### src/rtl/regfile_bus_sched.sv
// regfile_bus_sched: round-robin scheduler expanding two requesters' register ops into register-file command sequences
module regfile_bus_sched #(
    parameter int WIDTH = 16
) (
    input  logic                  clk,
    input  logic                  rst,
    input  logic [1:0]            req_valid,
    output logic [1:0]            req_ready,
    input  logic [1:0][1:0]       req_op,
    input  logic [1:0][2:0]       req_sel_a,
    input  logic [1:0][2:0]       req_sel_b,
    input  logic [1:0][2:0]       req_sel_c,
    input  logic [1:0][WIDTH-1:0] req_wdata,
    output logic [3:0]            com,
    output logic [WIDTH-1:0]      bus_out,
    input  logic [WIDTH-1:0]      bus_in,
    output logic [1:0]            rsp_valid,
    output logic [WIDTH-1:0]      rsp_a,
    output logic [WIDTH-1:0]      rsp_b,
    output logic                  busy
);
    typedef enum logic [2:0] {IDLE, SEL, RDA, RDB, WRC, ALUWE, RDF, RSP} state_t;
    localparam logic [3:0] COM_NOP      = 4'd0;
    localparam logic [3:0] COM_READA    = 4'd1;
    localparam logic [3:0] COM_READB    = 4'd2;
    localparam logic [3:0] COM_LATCHC   = 4'd3;
    localparam logic [3:0] COM_LATCHSEL = 4'd4;
    localparam logic [3:0] COM_READF    = 4'd5;
    localparam logic [3:0] COM_ALU_WE   = 4'd6;
    localparam logic [1:0] OP_WRITE = 2'd1;
    localparam logic [1:0] OP_ALU   = 2'd2;
    localparam logic [1:0] OP_FLAGS = 2'd3;

    state_t           state;
    logic             last, owner, g;
    logic [1:0]       op;
    logic [2:0]       sa, sb, sc;
    logic [WIDTH-1:0] wd;

    // g is the port granted this cycle: port 1 wins if alone, or if both are valid and port 0 went last
    assign g         = req_valid[1] & (~req_valid[0] | ~last);
    assign req_ready = (state == IDLE && !rst) ? {g, req_valid[0] & ~g} : 2'b00;
    assign busy      = state != IDLE;
    assign rsp_valid = state == RSP ? (owner ? 2'b10 : 2'b01) : 2'b00;
    assign bus_out   = state == SEL ? WIDTH'({sc, sb, sa}) : state == WRC ? wd : '0;

    always_comb begin
        com = state == SEL   ? COM_LATCHSEL :
              state == RDA   ? COM_READA    :
              state == RDB   ? COM_READB    :
              state == WRC   ? COM_LATCHC   :
              state == ALUWE ? COM_ALU_WE   :
              state == RDF   ? COM_READF    : COM_NOP;
    end

    always_ff @(posedge clk) begin
        if (rst) begin
            state <= IDLE;
            last  <= 1'b1;
            owner <= 1'b0;
            op    <= '0;
            sa    <= '0;
            sb    <= '0;
            sc    <= '0;
            wd    <= '0;
            rsp_a <= '0;
            rsp_b <= '0;
        end else begin
            case (state)
                IDLE: if (|req_valid) begin
                    owner <= g;
                    last  <= g;
                    op    <= req_op[g];
                    sa    <= req_sel_a[g];
                    sb    <= req_sel_b[g];
                    sc    <= req_sel_c[g];
                    wd    <= req_wdata[g];
                    state <= req_op[g] == OP_FLAGS ? RDF :
                             (req_op[g] == OP_WRITE && req_sel_c[g] == 3'd0) ? RSP : SEL;
                end
                SEL: state <= op == OP_WRITE ? WRC : RDA;
                RDA: begin
                    rsp_a <= bus_in;
                    state <= RDB;
                end
                RDB: begin
                    rsp_b <= bus_in;
                    state <= op == OP_ALU ? ALUWE : RSP;
                end
                RDF: begin
                    rsp_a <= bus_in;
                    state <= RSP;
                end
                WRC, ALUWE: state <= RSP;
                default: state <= IDLE;
            endcase
        end
    end
endmodule

### config.mk
export PLATFORM = sky130hd
export DESIGN_NAME = regfile_bus_sched
export DESIGN_NICKNAME = d
export VERILOG_FILES = /design/src/rtl/regfile_bus_sched.sv
export SDC_FILE = /design/constraint.sdc
export NUM_CORES = 1
export LEC_CHECK = 0
export CAP_MARGIN = 20
export CORE_MARGIN = 2
export CORE_UTILIZATION = 37
export DETAILED_ROUTE_END_ITERATION = 12
export PLACE_DENSITY = 0.76
export SETUP_SLACK_MARGIN = 0.02
export SLEW_MARGIN = 20
export SYNTH_ARGS = -nofsm -noshare
export SYNTH_HDL_FRONTEND = slang
export SYNTH_SLANG_ARGS = --single-unit
### constraint.sdc
create_clock -name clk -period 1.45 [get_ports clk]
set_clock_uncertainty 0.05 [all_clocks]
set_input_delay 0.29 -clock clk [delete_from_list [all_inputs] [get_ports clk]]
set_output_delay 0.29 -clock clk [all_outputs]
set_load 0.1 [all_outputs]
Word level (Yosys, flattened, before mapping)
Index checks and enable logic that the tools add are counted.
{"block": "op_classes", "addsub": 0, "mul": 0, "div": 0, "order_cmp": 1, "n_eq_ne": 12, "shift": 0, "muxes": 27, "bitwise": 6, "n_reduce_logical": 10}
{"cell": "two-way mux 16 bit", "count": 4}
{"cell": "two-way mux 3 bit", "count": 16}
{"cell": "one-hot mux 3 bit (5 select lines)", "count": 1}
{"cell": "equality test 3 bit (second input constant)", "count": 4}
{"cell": "two-way mux 2 bit", "count": 6}
{"cell": "equality test 3 x 2 -> 1 bit (second input constant)", "count": 2}
{"cell": "logical NOT 3 bit", "count": 2}
{"cell": "equality test 2 x 1 -> 1 bit (second input constant)", "count": 2}
{"cell": "equality test 2 bit (second input constant)", "count": 2}
{"cell": "OR reduction 2 bit", "count": 2}
{"cell": "equality test 3 x 1 -> 1 bit (second input constant)", "count": 1}
{"cell": "NOT 1 bit", "count": 3}
{"cell": "nonzero test 3 bit", "count": 1}
{"cell": "OR reduction 3 bit", "count": 1}
{"cell": "AND 1 bit", "count": 2}
{"cell": "logical AND 1 bit", "count": 2}
{"cell": "< comparator 1 x 2 -> 1 bit (second input constant)", "count": 1}
{"cell": "!= test 2 x 1 -> 1 bit (second input constant)", "count": 1}
{"cell": "AND reduction 2 bit", "count": 1}
{"cell": "logical NOT 1 bit", "count": 1}
{"cell": "OR 1 bit", "count": 1}
{"block": "totals", "ff_bits": 64, "latch_bits": 0, "ramBits": 0, "rom_bits": 0, "wordCells": 66, "memories": 0}

Longest topological paths before layout
{"block": "depth", "ltp_word": 11, "ltp_mapped": 7, "ltp_nobuf": 5}

Worst setup path before layout
No wires, ideal clock.
{"block": "synth_timing", "path_type": "reg-to-output", "from": "register state[2]", "to": "output req_ready[0]", "arrival_ps": 4105, "required_time_ps": 1110, "setup_slack_ps": -2995, "path_stages_with_launch": 5, "cell_sequence": "dfxtp_1 -> buf_4 -> nor3_4 -> inv_2 -> nor4b_1"}
{"block": "synth_between", "elab_chain_len": 3}
{"element": "start: declaration", "line": "34", "rtl": "state_t state;"}
{"element": "start signal: assignment", "line": "78", "rtl": "state <= req_op[g] == OP_FLAGS ? RDF :"}
{"element": "start signal: assignment", "line": "81", "rtl": "SEL: state <= op == OP_WRITE ? WRC : RDA;"}
{"element": "start signal: assignment", "line": "88", "rtl": "state <= op == OP_ALU ? ALUWE : RSP;"}
{"element": "logical NOT 3 bit", "line": "42", "rtl": "assign req_ready = (state == IDLE && !rst) ? {g, req_valid[0] & ~g} : 2'b00;"}
{"element": "logical AND 1 bit", "line": "42"}
{"element": "two-way mux 2 bit", "line": "42"}
{"element": "end: declaration", "line": "8", "rtl": "output logic [1:0] req_ready,"}
No other way between the ends.

Final worst setup path
{"block": "layout_timing", "from": "register state[1]", "to": "output req_ready[0]"}
Same word-level chain as after synthesis.

==> flow_summary.yaml <==
sta:
  finalCriticalPeriod_ns: 1.91
  setup_tns_ns: -16.14
  finalMaxSlewViolations: 0
  max_freq_ghz: 0.523
  final.period_utilization_pct: 132
  finalWorstSetupSlack_ns: -0.464
  finalSetupViolCount: 54
  finalHoldViolations: 0
  rsz0062_at_grt: "yes"
global_route:
  grt-busiest-layer: "met2"
  grt_max_degree: 35
  grtUsageMet3_pct: 7.23
  grt_pass1_vias: 3382
  grt_pass1_wl_um: 16200
  grt_overflow_total: 0
  met2_usage_pct: 43.1
  antenna_found_initial: 0
  grt_usage_pct: 24.2
  grt_use_met1_pct: 27.1
final_layout:
  n_fill_cell: 440
  layout-drive-gt1-share_pct: 43.2
  multi_input_area_sq_mm: 0.00183
  final-seq-area_sq_mm: 0.00129
  finalNonFillerCells: 639
  nets: 606
  syn2layout_area_growth_pct: 116
  n_antenna_cell: 0
placed_design:
  post-dp-hpwl_um: 6680
  dp_slack_ns: -0.600
  place.gp.congestion: 0.776
  port_buffers: 129
  dp.cells: 588
logic_synthesis:
  synth.most_common_cell: "nand2_1"
  synth_cell_type_count: 35
  seq_area_frac_synth_pct: 44.6
  synth.cell_area_sq_mm: 0.00287
  yosysTopAreaCellShare_pct: 44.6
  avgSynthCellArea_sq_um: 8.38
  yosysWarningCount: 0
  ys_async_sr_fraction_pct: 0
  ys.flop_type: "dfxtp_1"
  syn_inst: 343
  synth_edf_count: 0
  yosys-top-cells-count: "71 x nand2_1, 64 x dfxtp_1, 43 x nor2_1, 35 x a21oi_1, 27 x mux2i_1"
  syn_nets: 417
  synth_area_leaders: "dfxtp_1 45%, mux2i_1 9.4%, nand2_1 9.3%, a211oi_1 6.3%, a21oi_1 6.1%"
  synth_top_area_cell: "dfxtp_1"
  ys_seq_elements: 64
clock_tree:
  cts-htree-levels: 3
  clk_pin_slew_ns: 0.07
  root_buffer: "clkbuf_8"
  cts_buffers: 9
  clk_path_buf_depth: 2
  clk_latency_ns: 0.35
  postCtsHoldBufs: 0
  cts.sinks: 64
  cts_tree: "done"
critical_path:
  crit_buf_inv: 2
  endpoint_kind: "output pin"
  crit_chain: "nor3_4, inv_6, nor4b_4, buf_12"
  required_ns: 1.11
  crit_arrival_ns: 1.57
  worst_setup_path_start_kind: "register"
  path_max_fanout: 4
  crit_path_max_incr_delay_ns: 0.36
  cp_slowest_cell: "dfxtp_4"
  critPathKind: "reg -> out"
  cp_top_family: "simple AND/OR/NAND/NOR gates"
drt:
  routedWlPerCell_um: 17.0
  totalWireLength_um: 10900
  ant_nets: 0
  drtIter0Drc: 104
  routed-via-count: 3347
  drc_errors: 0
  via_per_inst: 5.24
  drt-pass1-iter-count: 4
die:
  chipHeight_um: 92.1
  pin_count: 131
  coreArea_sq_mm: 0.00761
  rows: 32
  die_width_um: 92.1
  design.die.area_sq_mm: 0.00849
  start_util_pct: 37.8
power_and_ir_drop:
  ir_worst_vdd_uv: 980
  powerDensity_mw_per_mm2: 1830
  power_leakage_nw: 2.36
status:
  violations: "negative setup slack"
  status: "complete, but fails checks"
hold_path:
  worstHoldPathType: "in -> reg"
run:
  max_cap_viol_count: 0
==> worst register-to-register path, stage by stage (launching register included) <==
cell and delay, ns:
dfxtp_4 0.36, buf_4 0.14, buf_8 0.13, nor2_4 0.11, or4b_1 0.45, a311o_1 0.33, nand2_1 0.11
==> kinds of logic after synthesis <==
group           Yosys count  synth area share (%)
compound gates           83                  19.1
buf+inv                  31                  5.88
flops                    64                  44.6
mux                      27                  9.41
other cells               1                 0.131
simple gates            137                  20.9
==> cells in the final DEF (no fill, tap or decap), types with 2 or more instances in the layout <==
cell and n:
clkdlybuf4s50_1 70, nand2_1 68, buf_12 67, dfxtp_1 60
buf_4 39, a21oi_1 28, mux2i_1 25, nor2_1 24
buf_6 20, nor2_4 16, a211oi_2 16, a211oi_1 11
clkbuf_8 11, a22oi_2 9, and3_4 7, a21oi_2 7
nor2_2 5, clkinvlp_4 3, nand2b_1 3, buf_16 3
dfxtp_4 3, nand2_4 2, o21ai_4 2, a21boi_0 2
o21bai_1 2, mux2i_2 2, clkinv_2 2, dlygate4sd2_1 2
==> cell type report <==
type	instances	share of cell area, %
Inverter	5	0.485
Sequential cell	64	20.9
Clock inverter	5	0.889
Tap cell	102	2.06
Multi-Input combinational cell	248	29.6
Timing Repair Buffer	204	43.7
Clock buffer	11	2.44
==> per-layer routing <==
layer / vias up / wire, um
met2: 160 / 5600
met3: 19 / 746
met4: 0 / 208
met5: - / 0
li1: 1560 / -
met1: 1608 / 4320
==> state kept, by name, summed over array words and instances, names as in the netlist <==
register and count:
rsp_a 16, rsp_b 16, wd 16, sa 3
sb 3, sc 3, state 3, op 2
last 1, owner 1
==> final timing paths <==
kind	from	cells past startpoint	endpoint	slack (ns)
worst max-delay path	state[1]$_SDFFE_PP0P_	4	req_ready[0]	-0.46
worst min-delay path	rst	3	wd[12]$_SDFFE_PP0P_	0.32
worst max register to register	state[1]$_SDFFE_PP0P_	6	state[2]$_SDFFE_PP0P_	-0.30
worst min register to register	rsp_a[8]$_SDFFE_PP0P_	2	rsp_a[8]$_SDFFE_PP0P_	0.44
==> power by group <==
group | total (mW) | switching [mW] | internal [mW]
logic | 7.10 | 3.98 | 3.12
clock network | 1.61 | 0.733 | 0.881
registers | 2.60 | 0.405 | 2.20
==> through the flow <==
step	total power, mW	cell area [sq um]	hold slack (ns)	util [%]
2_1_floorplan	6.14	3130	0.376	-
3_3_place_gp	8.05	5270	0.430	69.3
3_5_place_dp	8.16	5270	0.436	69.3
4_1_cts	10.7	5950	0.298	78.3
5_1_grt	11.8	6190	0.324	81.4
6_report	11.3	6190	0.324	81.4
==> timing repair <==
item                                    4_1_cts  5_1_grt
endpoints found under the setup margin       55       71
setup buffers                                24        8
pin swaps                                    16       26
gates cloned                                  3        2
gates resized for setup                      57       39
Note: power is estimated with default switching activity, not from simulation.
